--- src/rtl/adc_pkg.sv ---
// Shared types and constants for the MCP3002 conversion sequencer.
package adc_pkg;

  localparam int unsigned DATA_W = 10;
  localparam int unsigned BYTE_W = 8;

  localparam logic CMD_START = 1'b1;
  localparam logic CMD_SGL   = 1'b1;
  localparam logic CMD_MSBF  = 1'b1;

  localparam logic [BYTE_W-1:0] DUMMY_BYTE = 8'h00;

  typedef enum logic [2:0] {
    S_IDLE,
    S_LOAD0,
    S_XFER0,
    S_REL0,
    S_LOAD1,
    S_XFER1,
    S_REL1,
    S_PUBLISH
  } state_t;

  // First command byte: leading zero pads the frame so the result lands byte-aligned.
  function automatic logic [BYTE_W-1:0] build_cmd(input logic ch);
    return {1'b0, CMD_START, CMD_SGL, ch, CMD_MSBF, 3'b000};
  endfunction

endpackage

--- src/rtl/adc_sample_avg.sv ---
// Boxcar averager: emits the truncated mean of every 2^AVG_LOG2 input samples.
module adc_sample_avg
  import adc_pkg::*;
#(
  parameter int unsigned AVG_LOG2 = 2
) (
  input  logic              clk,
  input  logic              reset,
  input  logic              in_valid,
  input  logic [DATA_W-1:0] in_data,
  output logic              out_valid,
  output logic [DATA_W-1:0] out_data
);

  localparam int unsigned ACC_W = DATA_W + AVG_LOG2;
  localparam int unsigned CNT_W = AVG_LOG2 + 1;
  localparam logic [CNT_W-1:0] LAST = CNT_W'((1 << AVG_LOG2) - 1);

  logic [ACC_W-1:0] acc;
  logic [ACC_W-1:0] sum;
  logic [CNT_W-1:0] cnt;

  assign sum = acc + ACC_W'(in_data);

  always_ff @(posedge clk) begin
    if (reset) begin
      acc       <= '0;
      cnt       <= '0;
      out_valid <= 1'b0;
      out_data  <= '0;
    end else begin
      out_valid <= 1'b0;
      if (in_valid) begin
        if (cnt == LAST) begin
          out_data  <= DATA_W'(sum >> AVG_LOG2);
          out_valid <= 1'b1;
          acc       <= '0;
          cnt       <= '0;
        end else begin
          acc <= sum;
          cnt <= cnt + CNT_W'(1);
        end
      end
    end
  end

endmodule

--- src/rtl/adc_sample_ctrl.sv ---
// MCP3002 conversion sequencer in front of a byte-wide SPI master.
// Build option ADC_AVG_EN routes results through adc_sample_avg before publishing.
module adc_sample_ctrl
  import adc_pkg::*;
#(
`ifdef ADC_AVG_EN
  parameter int unsigned AVG_LOG2   = 2,
`endif
  parameter int unsigned SAMPLE_DIV = 50000
) (
  input  logic              clk,
  input  logic              reset,
  input  logic              enable,
  input  logic              channel,
  input  logic              clr_overrun,
  input  logic              spi_done,
  input  logic [BYTE_W-1:0] spi_received,
  output logic [BYTE_W-1:0] spi_to_send,
  output logic              spi_transmit,
  output logic              adc_cs_n,
  output logic              busy,
  output logic [DATA_W-1:0] sample_data,
  output logic              sample_valid,
  output logic              overrun
);

  localparam int unsigned CNT_W = $clog2(SAMPLE_DIV);
  localparam logic [CNT_W-1:0] CNT_LAST = CNT_W'(SAMPLE_DIV - 1);

  state_t            state, state_d;
  logic [CNT_W-1:0]  period_cnt;
  logic              tick;
  logic [1:0]        rx0_lo;
  logic [BYTE_W-1:0] rx1;
  logic [BYTE_W-1:0] to_send_d;
  logic              transmit_d, cs_n_d, busy_d, publish_d;

  assign tick = (period_cnt == CNT_LAST) && enable;

  always_ff @(posedge clk) begin
    if (reset) period_cnt <= '0;
    else if (period_cnt == CNT_LAST) period_cnt <= '0;
    else period_cnt <= period_cnt + CNT_W'(1);
  end

  // Next state plus the next value of every registered output, derived from state_d.
  always_comb begin
    state_d = state;
    unique case (state)
      S_IDLE:    if (tick) state_d = S_LOAD0;
      S_LOAD0:   state_d = S_XFER0;
      S_XFER0:   if (spi_done) state_d = S_REL0;
      S_REL0:    if (!spi_done) state_d = S_LOAD1;
      S_LOAD1:   state_d = S_XFER1;
      S_XFER1:   if (spi_done) state_d = S_REL1;
      S_REL1:    if (!spi_done) state_d = S_PUBLISH;
      S_PUBLISH: state_d = S_IDLE;
      default:   state_d = S_IDLE;
    endcase

    to_send_d  = spi_to_send;
    if (state_d == S_LOAD0) to_send_d = build_cmd(channel);
    else if (state_d == S_LOAD1) to_send_d = DUMMY_BYTE;
    transmit_d = (state_d == S_XFER0) || (state_d == S_XFER1);
    cs_n_d     = (state_d == S_IDLE) || (state_d == S_PUBLISH);
    busy_d     = (state_d != S_IDLE);
    publish_d  = (state_d == S_PUBLISH);
  end

  always_ff @(posedge clk) begin
    if (reset) begin
      state        <= S_IDLE;
      spi_to_send  <= '0;
      spi_transmit <= 1'b0;
      adc_cs_n     <= 1'b1;
      busy         <= 1'b0;
      rx0_lo       <= '0;
      rx1          <= '0;
      overrun      <= 1'b0;
    end else begin
      state        <= state_d;
      spi_to_send  <= to_send_d;
      spi_transmit <= transmit_d;
      adc_cs_n     <= cs_n_d;
      busy         <= busy_d;
      if (state == S_XFER0 && spi_done) rx0_lo <= spi_received[1:0];
      if (state == S_XFER1 && spi_done) rx1 <= spi_received;
      // A new overrun beats a simultaneous clear.
      if (tick && state != S_IDLE) overrun <= 1'b1;
      else if (clr_overrun) overrun <= 1'b0;
    end
  end

`ifdef ADC_AVG_EN
  adc_sample_avg #(
    .AVG_LOG2(AVG_LOG2)
  ) u_avg (
    .clk      (clk),
    .reset    (reset),
    .in_valid (state == S_PUBLISH),
    .in_data  ({rx0_lo, rx1}),
    .out_valid(sample_valid),
    .out_data (sample_data)
  );
`else
  always_ff @(posedge clk) begin
    if (reset) begin
      sample_valid <= 1'b0;
      sample_data  <= '0;
    end else begin
      sample_valid <= publish_d;
      if (publish_d) sample_data <= {rx0_lo, rx1};
    end
  end
`endif

endmodule

--- config.mk ---
export PLATFORM = sky130hd
export DESIGN_NAME = adc_sample_ctrl
export DESIGN_NICKNAME = d
export VERILOG_FILES = /design/src/rtl/adc_pkg.sv /design/src/rtl/adc_sample_avg.sv /design/src/rtl/adc_sample_ctrl.sv
export SDC_FILE = /design/constraint.sdc
export NUM_CORES = 1
export LEC_CHECK = 0
export CAP_MARGIN = 5
export CORE_MARGIN = 1
export CORE_UTILIZATION = 45
export CTS_CLUSTER_SIZE = 24
export DETAILED_ROUTE_END_ITERATION = 12
export PLACE_DENSITY_LB_ADDON = 0.3
export SETUP_SLACK_MARGIN = 0.15
export SLEW_MARGIN = 0
export SYNTH_ARGS = -nofsm -noshare
export SYNTH_HDL_FRONTEND = slang
export SYNTH_HIERARCHICAL = 1
export SYNTH_SLANG_ARGS = --single-unit
export TNS_END_PERCENT = 1
--- constraint.sdc ---
create_clock -name clk -period 1.9 [get_ports clk]
set_clock_uncertainty 0.15 [all_clocks]
set_input_delay 0.57 -clock clk [delete_from_list [all_inputs] [get_ports clk]]
set_output_delay 0.57 -clock clk [all_outputs]
set_load 0.01 [all_outputs]
==> load_flow_metrics.sql, run 1 <==
INSERT INTO impl_metrics (metric_group, metric, value, unit) VALUES
('run_status', 'status', 'finished with violations', ''),
('run_status', 'failed_checks', 'negative setup slack', ''),
('placed_design', 'dpl-instance-area', '0.00235', 'mm^2'),
('routing', 'post-route-drc-count', '0', ''),
('setup_path', 'cpLargestDelayFamily', 'simple AND/OR/NAND/NOR gates', ''),
('synth', 'yosysWarningCount', '6', ''),
('sta', 'setup_repair_after_global_routing_missed_its_margin', 'yes', ''),
('layout', 'post_route_cells_drive_above_1_share', '17.1', '%'),
('sta', 'fmax', '513', 'MHz'),
('setup_path', 'worst-setup-path-type', 'reg -> reg', ''),
('synth', 'synth_top_area_share', '49.0', '%'),
('pwr', 'power.share.sequential', '56.0', '%'),
('setup_path', 'cp-start-kind', 'flip-flop', ''),
('cts', 'clock_latency', '0.30', 'ns'),
('cts', 'number_of_buffers_created_by_cts', '5', ''),
('sta', 'tns', '-0.0505', 'ns'),
('sta', 'holdWs', '0.305', 'ns'),
('synth', 'synth_enable_flop_cells', '0', ''),
('sta', 'setup_slack', '-0.0505', 'ns'),
('layout', 'diodes', '0', ''),
('synth', 'seq_area_frac_synth', '49.0', '%'),
('routing', 'post_dr_vias_cell', '5.10', ''),
('cts', 'hold_buffers', '0', ''),
('worst_hold_path', 'hold_class', 'reg -> reg', ''),
('setup_path', 'cell_with_the_largest_stage_delay_on_the_worst_path', 'sky130_fd_sc_hd__or4b_4', ''),
('routing', 'wl_met2', '1.93', 'mm'),
('layout', 'commonest_non_fill_non_tap_cell_in_the_layout', 'sky130_fd_sc_hd__dfxtp_1', ''),
('synth', 'syn_area', '0.00188', 'mm^2'),
('pwr', 'report.power.total', '1.74', 'mW'),
('routing', 'wl_met3', '150', 'um'),
('setup_path', 'worstSetupEndpointType', 'flip-flop', ''),
('cts', 'tritoncts', 'yes', ''),
('setup_path', 'cp.required', '1.99', 'ns'),
('placed_design', 'place_ws', '-0.446', 'ns'),
('cts', 'numClockSinks', '46', ''),
('global_routing', 'first_global_vias', '1567', ''),
('pwr', 'power.share.combinational', '4.5', '%'),
('pwr', 'ir_worst_vdd', '0.446', 'mV'),
('sta', 'final-max-slew-violation-count', '0', ''),
('die', 'die_height', '66.6', 'um'),
('layout', 'num-nets-final', '289', ''),
('global_routing', 'grt_pass1_wl', '6.56', 'mm'),
('placed_design', 'hpwl', '2.66', 'mm'),
('flow_run', 'count_of_max_cap_constraint_violations', '0', ''),
('global_routing', 'globalRoute.totalOverflow', '0', ''),
('routing', 'top_layer_used', 'met4', ''),
('setup_path', 'crit_path_cell_trace', 'or4b_4, or4_4, or3_1, a21oi_1', ''),
('setup_path', 'critPathBufInv', '0', ''),
('layout', 'layout_common_cells', 'sky130_fd_sc_hd__dfxtp_1, sky130_fd_sc_hd__nand2_1, sky130_fd_sc_hd__a21oi_1', ''),
('routing', 'drt_first_pass_iters', '4', ''),
('cts', 'path_clk_slew', '0.08', 'ns'),
('pwr', 'power-per-cell-area', '695', 'mW/mm^2'),
('routing', 'drt.antenna.violating_nets', '0', ''),
('die', 'floorplan.die.width', '66.6', 'um'),
('synth', 'synthesis.area_per_instance', '8.28', 'um^2'),
('synth', 'synth.area.top_cells', 'sky130_fd_sc_hd__dfxtp_1, sky130_fd_sc_hd__nand2_1, sky130_fd_sc_hd__a21oi_1', ''),
('sta', 'setup_viol', '1', ''),
('placed_design', 'gp_congestion', '0.740', ''),
('cts', 'htree_levels', '2', ''),
('global_routing', 'pin_count_of_the_biggest_net_entering_global_routing', '20', ''),
('routing', 'routed_wl', '3.93', 'mm'),
('cts', 'clock_tree.buffer_depth', '2', ''),
('synth', 'postSynth.asyncResetShare', '0', '%'),
('synth', 'synth.distinct_cells', '33', ''),
('routing', 'wire_per_inst', '12.1', 'um'),
('die', 'die-area', '0.00444', 'mm^2'),
('layout', 'stdcell_area', '0.00250', 'mm^2'),
('global_routing', 'antenna_violations_before_repair', '0', ''),
('synth', 'post_synth_top_area_cell', 'sky130_fd_sc_hd__dfxtp_1', ''),
('sta', 'final-hold-violation-count', '0', ''),
('die', 'design.core.area', '0.00400', 'mm^2');
[final cells by class]
| class | instances | area (um^2) |
|---|---|---|
| clock buffers | 8 | 110 |
| fillers | 345 | 1500 |
| inverters | 6 | 22.5 |
| multi-input cells | 160 | 907 |
| flip-flops and latches | 46 | 923 |
| well taps | 50 | 62.6 |
| repair buffers | 55 | 472 |
[flip-flops by register name, summed over array words and instances, names as in the netlist]
name	cells
spi_to_send	2
state	3
adc_cs_n	1
busy	1
sample_valid	1
spi_transmit	1
period_cnt	16
sample_data	10
rx1	8
overrun	1
rx0_lo	2
[per-layer routing]
layer  track usage [%]  vias up
li1                  -      838
met1              22.1      785
met2              33.3       27
met3              6.85        7
met4              10.1        0
met5                 0        -
[timing repair]
action	in CTS	in global routing
gates resized for setup	22	10
buffers inserted	1	1
pin swaps	2	6
endpoints found under the setup margin	42	39
[power by group through the flow]
stage,combinational [mW],clock [mW],sequential [mW]
after floorplan,0.0370,0,0.996
after global placement,0.0757,0,0.996
after detailed placement,0.0756,0,0.996
after CTS,0.0761,0.708,0.973
after global routing,0.0850,0.754,0.974
final,0.0777,0.686,0.973
[cell usage after synthesis, drive strengths merged, types with 2 or more instances]
master and instances:
a21oi 24, a2bb2oi 2, and3 2, buf 7
clkbuf 11, dfxtp 46, inv 6, mux2i 2
nand2 42, nand3 7, nand4 5, nand4bb 2
nor2 27, nor3 8, nor4 5, o21a 2
or3 2, xnor2 13
[kinds of logic after synthesis]
family,count (synthesis),synth area share [%]
compound gates,33,10.1
flops,46,49.0
other cells,1,0.200
mux,2,1.07
xor+xnor,14,6.52
simple gates,106,26.4
fa+ha+maj,1,0.666
buf+inv,24,6.06
[through the flow]
| stage | utilization, % | instances |
|---|---|---|
| detailed placement | 58.7 | 315 |
| floorplan | - | 230 |
| global placement | 58.7 | 315 |
| finish | 62.4 | 325 |
| global route | 62.4 | 325 |
| CTS | 61.3 | 324 |
[worst paths after layout]
path	startpoint	endpoint	slack, ns	cells after the start
worst max-delay path	period_cnt[7]	state[0]	-0.05	4
worst min register to register	rx1[7]	sample_data[7]	0.30	2
worst max register to register	period_cnt[7]	state[0]	-0.05	4
worst min-delay path	rx1[7]	sample_data[7]	0.30	2
[tightest hold or removal path, stage by stage (launching register included)]
cell,delay (ns)
sky130_fd_sc_hd__dfxtp_1,0.32
sky130_fd_sc_hd__nand2_1,0.05
sky130_fd_sc_hd__a21oi_1,0.05
Note: power is estimated with default switching activity, not from simulation.
==> run 2: changes to the inputs <==
CELL_PAD_IN_SITES_DETAIL_PLACEMENT = 0   (was default)
CELL_PAD_IN_SITES_GLOBAL_PLACEMENT = 1   (was default)
CORE_UTILIZATION = 34   (was 45)
GPL_TIMING_DRIVEN = 0   (was default)
SLEW_MARGIN = 20   (was 0)
==> load_flow_metrics.sql, run 2 (synthesis gave the netlist of run 1 again) <==
INSERT INTO impl_metrics (metric_group, metric, value, unit) VALUES
('worst_hold_path', 'hold_class', 'reg -> reg', ''),
('sta', 'setup_viol', '10', ''),
('setup_path', 'cell_with_the_largest_stage_delay_on_the_worst_path', 'sky130_fd_sc_hd__or4b_4', ''),
('setup_path', 'cp-start-kind', 'flip-flop', ''),
('setup_path', 'worst-setup-path-type', 'reg -> reg', ''),
('cts', 'postCtsSetupRepairBufs', '0', ''),
('run_status', 'status', 'finished with violations', ''),
('global_routing', 'first_global_vias', '1481', ''),
('global_routing', 'pin_count_of_the_biggest_net_entering_global_routing', '17', ''),
('pwr', 'p_leak', '0.888', 'nW'),
('die', 'die_height', '76.3', 'um'),
('sta', 'final_period_utilization', '107', '%'),
('setup_path', 'cp.required', '2.00', 'ns'),
('setup_path', 'worstSetupEndpointType', 'flip-flop', ''),
('sta', 'tns', '-0.276', 'ns'),
('setup_path', 'crit-reg2reg-launch', 'period_cnt[4]', ''),
('cts', 'path_clk_slew', '0.10', 'ns'),
('die', 'num_rows', '26', ''),
('setup_path', 'rr_worst_depth', '4', ''),
('pwr', 'power.share.sequential', '58.4', '%'),
('cts', 'number_of_buffers_created_by_cts', '5', ''),
('placed_design', 'gp_congestion', '0.714', ''),
('routing', 'post_dr_vias_cell', '4.63', ''),
('run_status', 'failed_checks', 'negative setup slack', ''),
('pwr', 'power.net_switching', '0.394', 'mW'),
('placed_design', 'place_ws', '-0.482', 'ns'),
('die', 'io_pins', '37', ''),
('sta', 'finalWorstPathRequiredPeriod', '2.03', 'ns'),
('routing', 'vias', '1564', ''),
('setup_path', 'crit_path_cell_trace', 'or4b_4, or4_4, or3_4, a21oi_2', ''),
('pwr', 'power.internal', '1.27', 'mW'),
('pwr', 'power.share.combinational', '4.4', '%'),
('routing', 'drt.antenna.violating_nets', '0', ''),
('pwr', 'report.power.total', '1.67', 'mW'),
('setup_path', 'slowest_delay', '0.54', 'ns'),
('layout', 'largest_reg_flops', '16', ''),
('routing', 'post-route-drc-count', '0', ''),
('cts', 'clock_tree.buffer_depth', '2', ''),
('cts', 'clockRootBuffer', 'sky130_fd_sc_hd__clkbuf_8', ''),
('layout', 'layout_common_cells', 'sky130_fd_sc_hd__dfxtp_1, sky130_fd_sc_hd__nand2_1, sky130_fd_sc_hd__nor2_1', ''),
('setup_path', 'critical_path_peak_fanout', '4', ''),
('global_routing', 'globalRouteTotalUtil', '14.5', '%'),
('pwr', 'clock_power_share', '37.1', '%'),
('sta', 'final-max-slew-violation-count', '0', ''),
('sta', 'final-hold-violation-count', '0', ''),
('layout', 'num-nets-final', '282', ''),
('sta', 'fmax', '493', 'MHz'),
('placed_design', 'buffer_ports.inserted', '31', ''),
('setup_path', 'r2r_setup_slack', '-0.13', 'ns'),
('layout', 'layout-area-overhead-vs-synth', '28.0', '%'),
('layout', 'commonest_non_fill_non_tap_cell_in_the_layout', 'sky130_fd_sc_hd__dfxtp_1', ''),
('cts', 'clock_latency', '0.31', 'ns'),
('global_routing', 'globalRoute.totalOverflow', '0', ''),
('setup_path', 'regToRegEndpoint', 'state[0]', ''),
('flow_run', 'count_of_max_cap_constraint_violations', '0', ''),
('routing', 'routed_wl', '3.89', 'mm'),
('cts', 'htree_levels', '2', ''),
('sta', 'holdWs', '0.305', 'ns'),
('worst_hold_path', 'worstHoldPathCells', '2', ''),
('routing', 'drt_first_pass_iters', '4', ''),
('die', 'design.core.area', '0.00520', 'mm^2'),
('layout', 'diodes', '0', ''),
('placed_design', 'hpwl', '2.73', 'mm'),
('worst_hold_path', 'holdCritStartpoint', 'sample_data[1]', ''),
('die', 'start_util', '36.1', '%'),
('worst_hold_path', 'hold_path_end', 'sample_data[1]', ''),
('sta', 'setup_slack', '-0.128', 'ns'),
('sta', 'setup_repair_after_global_routing_missed_its_margin', 'yes', ''),
('global_routing', 'antenna_violations_before_repair', '0', ''),
('routing', 'drtIter0Drc', '65', ''),
('setup_path', 'critical_path_arrival', '2.13', 'ns'),
('layout', 'max_flop_register', 'period_cnt', ''),
('pwr', 'power_switching_share', '23.6', '%'),
('pwr', 'power-per-cell-area', '693', 'mW/mm^2'),
('die', 'die-area', '0.00583', 'mm^2'),
('pwr', 'ir_worst_vdd', '0.420', 'mV'),
('cts', 'tritoncts', 'yes', ''),
('layout', 'largestRegisters', 'period_cnt (16), sample_data (10), rx1 (8)', ''),
('global_routing', 'grt_pass1_wl', '6.75', 'mm'),
('layout', 'post_route_cells_drive_above_1_share', '14.2', '%'),
('routing', 'wire_per_inst', '11.5', 'um'),
('cts', 'numClockSinks', '46', ''),
('die', 'floorplan.die.width', '76.3', 'um');
-- run 2: cell count changes in the layout (fill, tap and decap cells not counted), sizes merged --
cell           before  now
clkdlybuf4s50      12   11
buf                23   10
clkbuf              8   14
dlymetal6s2s        1    0
clkinv              0    1
dlygate4sd2        19   18
inv                 6    7
clkinvlp            0    1
-- run 2: worst max-delay path: cells and delay by family, from the launching register on --
family,cells,cell delay [ns]
DFF,1,0.35
AOI/OAI and AO/OA,1,0.11
and+or+nand+nor,3,1.36
-- run 2: worst max path at each step --
stage                endpoint          start  slack [ns]  depth (start not counted)
CTS                  state[0]  period_cnt[4]       -0.11                          4
global route         state[0]  period_cnt[4]       -0.16                          4
detailed placement  rx0_lo[0]          reset       -0.48                          4
floorplan            state[0]  period_cnt[4]       -0.01                          4
global placement      overrun          reset       -0.47                          4
finish               state[0]  period_cnt[4]       -0.13                          4
-- run 2: layout make-up --
type	instances	area [um^2]
Fill cell	542	2800
Sequential cell	46	925
Multi-Input combinational cell	160	895
Timing Repair Buffer	31	283
Buffer	17	100
Tap cell	70	87.6
Clock buffer	5	68.8
Clock inverter	3	25.0
Inverter	6	22.5
-- run 2: stage by stage --
stage	area (um^2)	utilization, %	cells
detailed placement	2300	44.1	331
global placement	2300	44.1	331
CTS	2380	45.7	338
global route	2410	46.2	338
finish	2410	46.2	338
floorplan	1900	-	230
-- run 2: power groups by stage --
stage,registers [mW],logic (mW),clock network [mW]
after CTS,0.974,0.0741,0.644
final,0.974,0.0739,0.619
after floorplan,0.996,0.0370,0
after global routing,0.975,0.0824,0.691
after detailed placement,0.996,0.0731,0
after global placement,0.996,0.0738,0
-- run 2: metal layers --
layer	track usage, %	share of wire, %	up-vias
li1	-	-	826
met5	0	0	-
met4	5.77	1.1	0
met1	18.5	49	709
met3	3.71	3.2	5
met2	23.2	47	24
-- run 2: repair_timing --
action | in CTS | in global routing
gates resized for setup | 29 | 13
cloned | 0 | 0
hold buffers | 0 | 0
setup endpoints to repair | 62 | 35
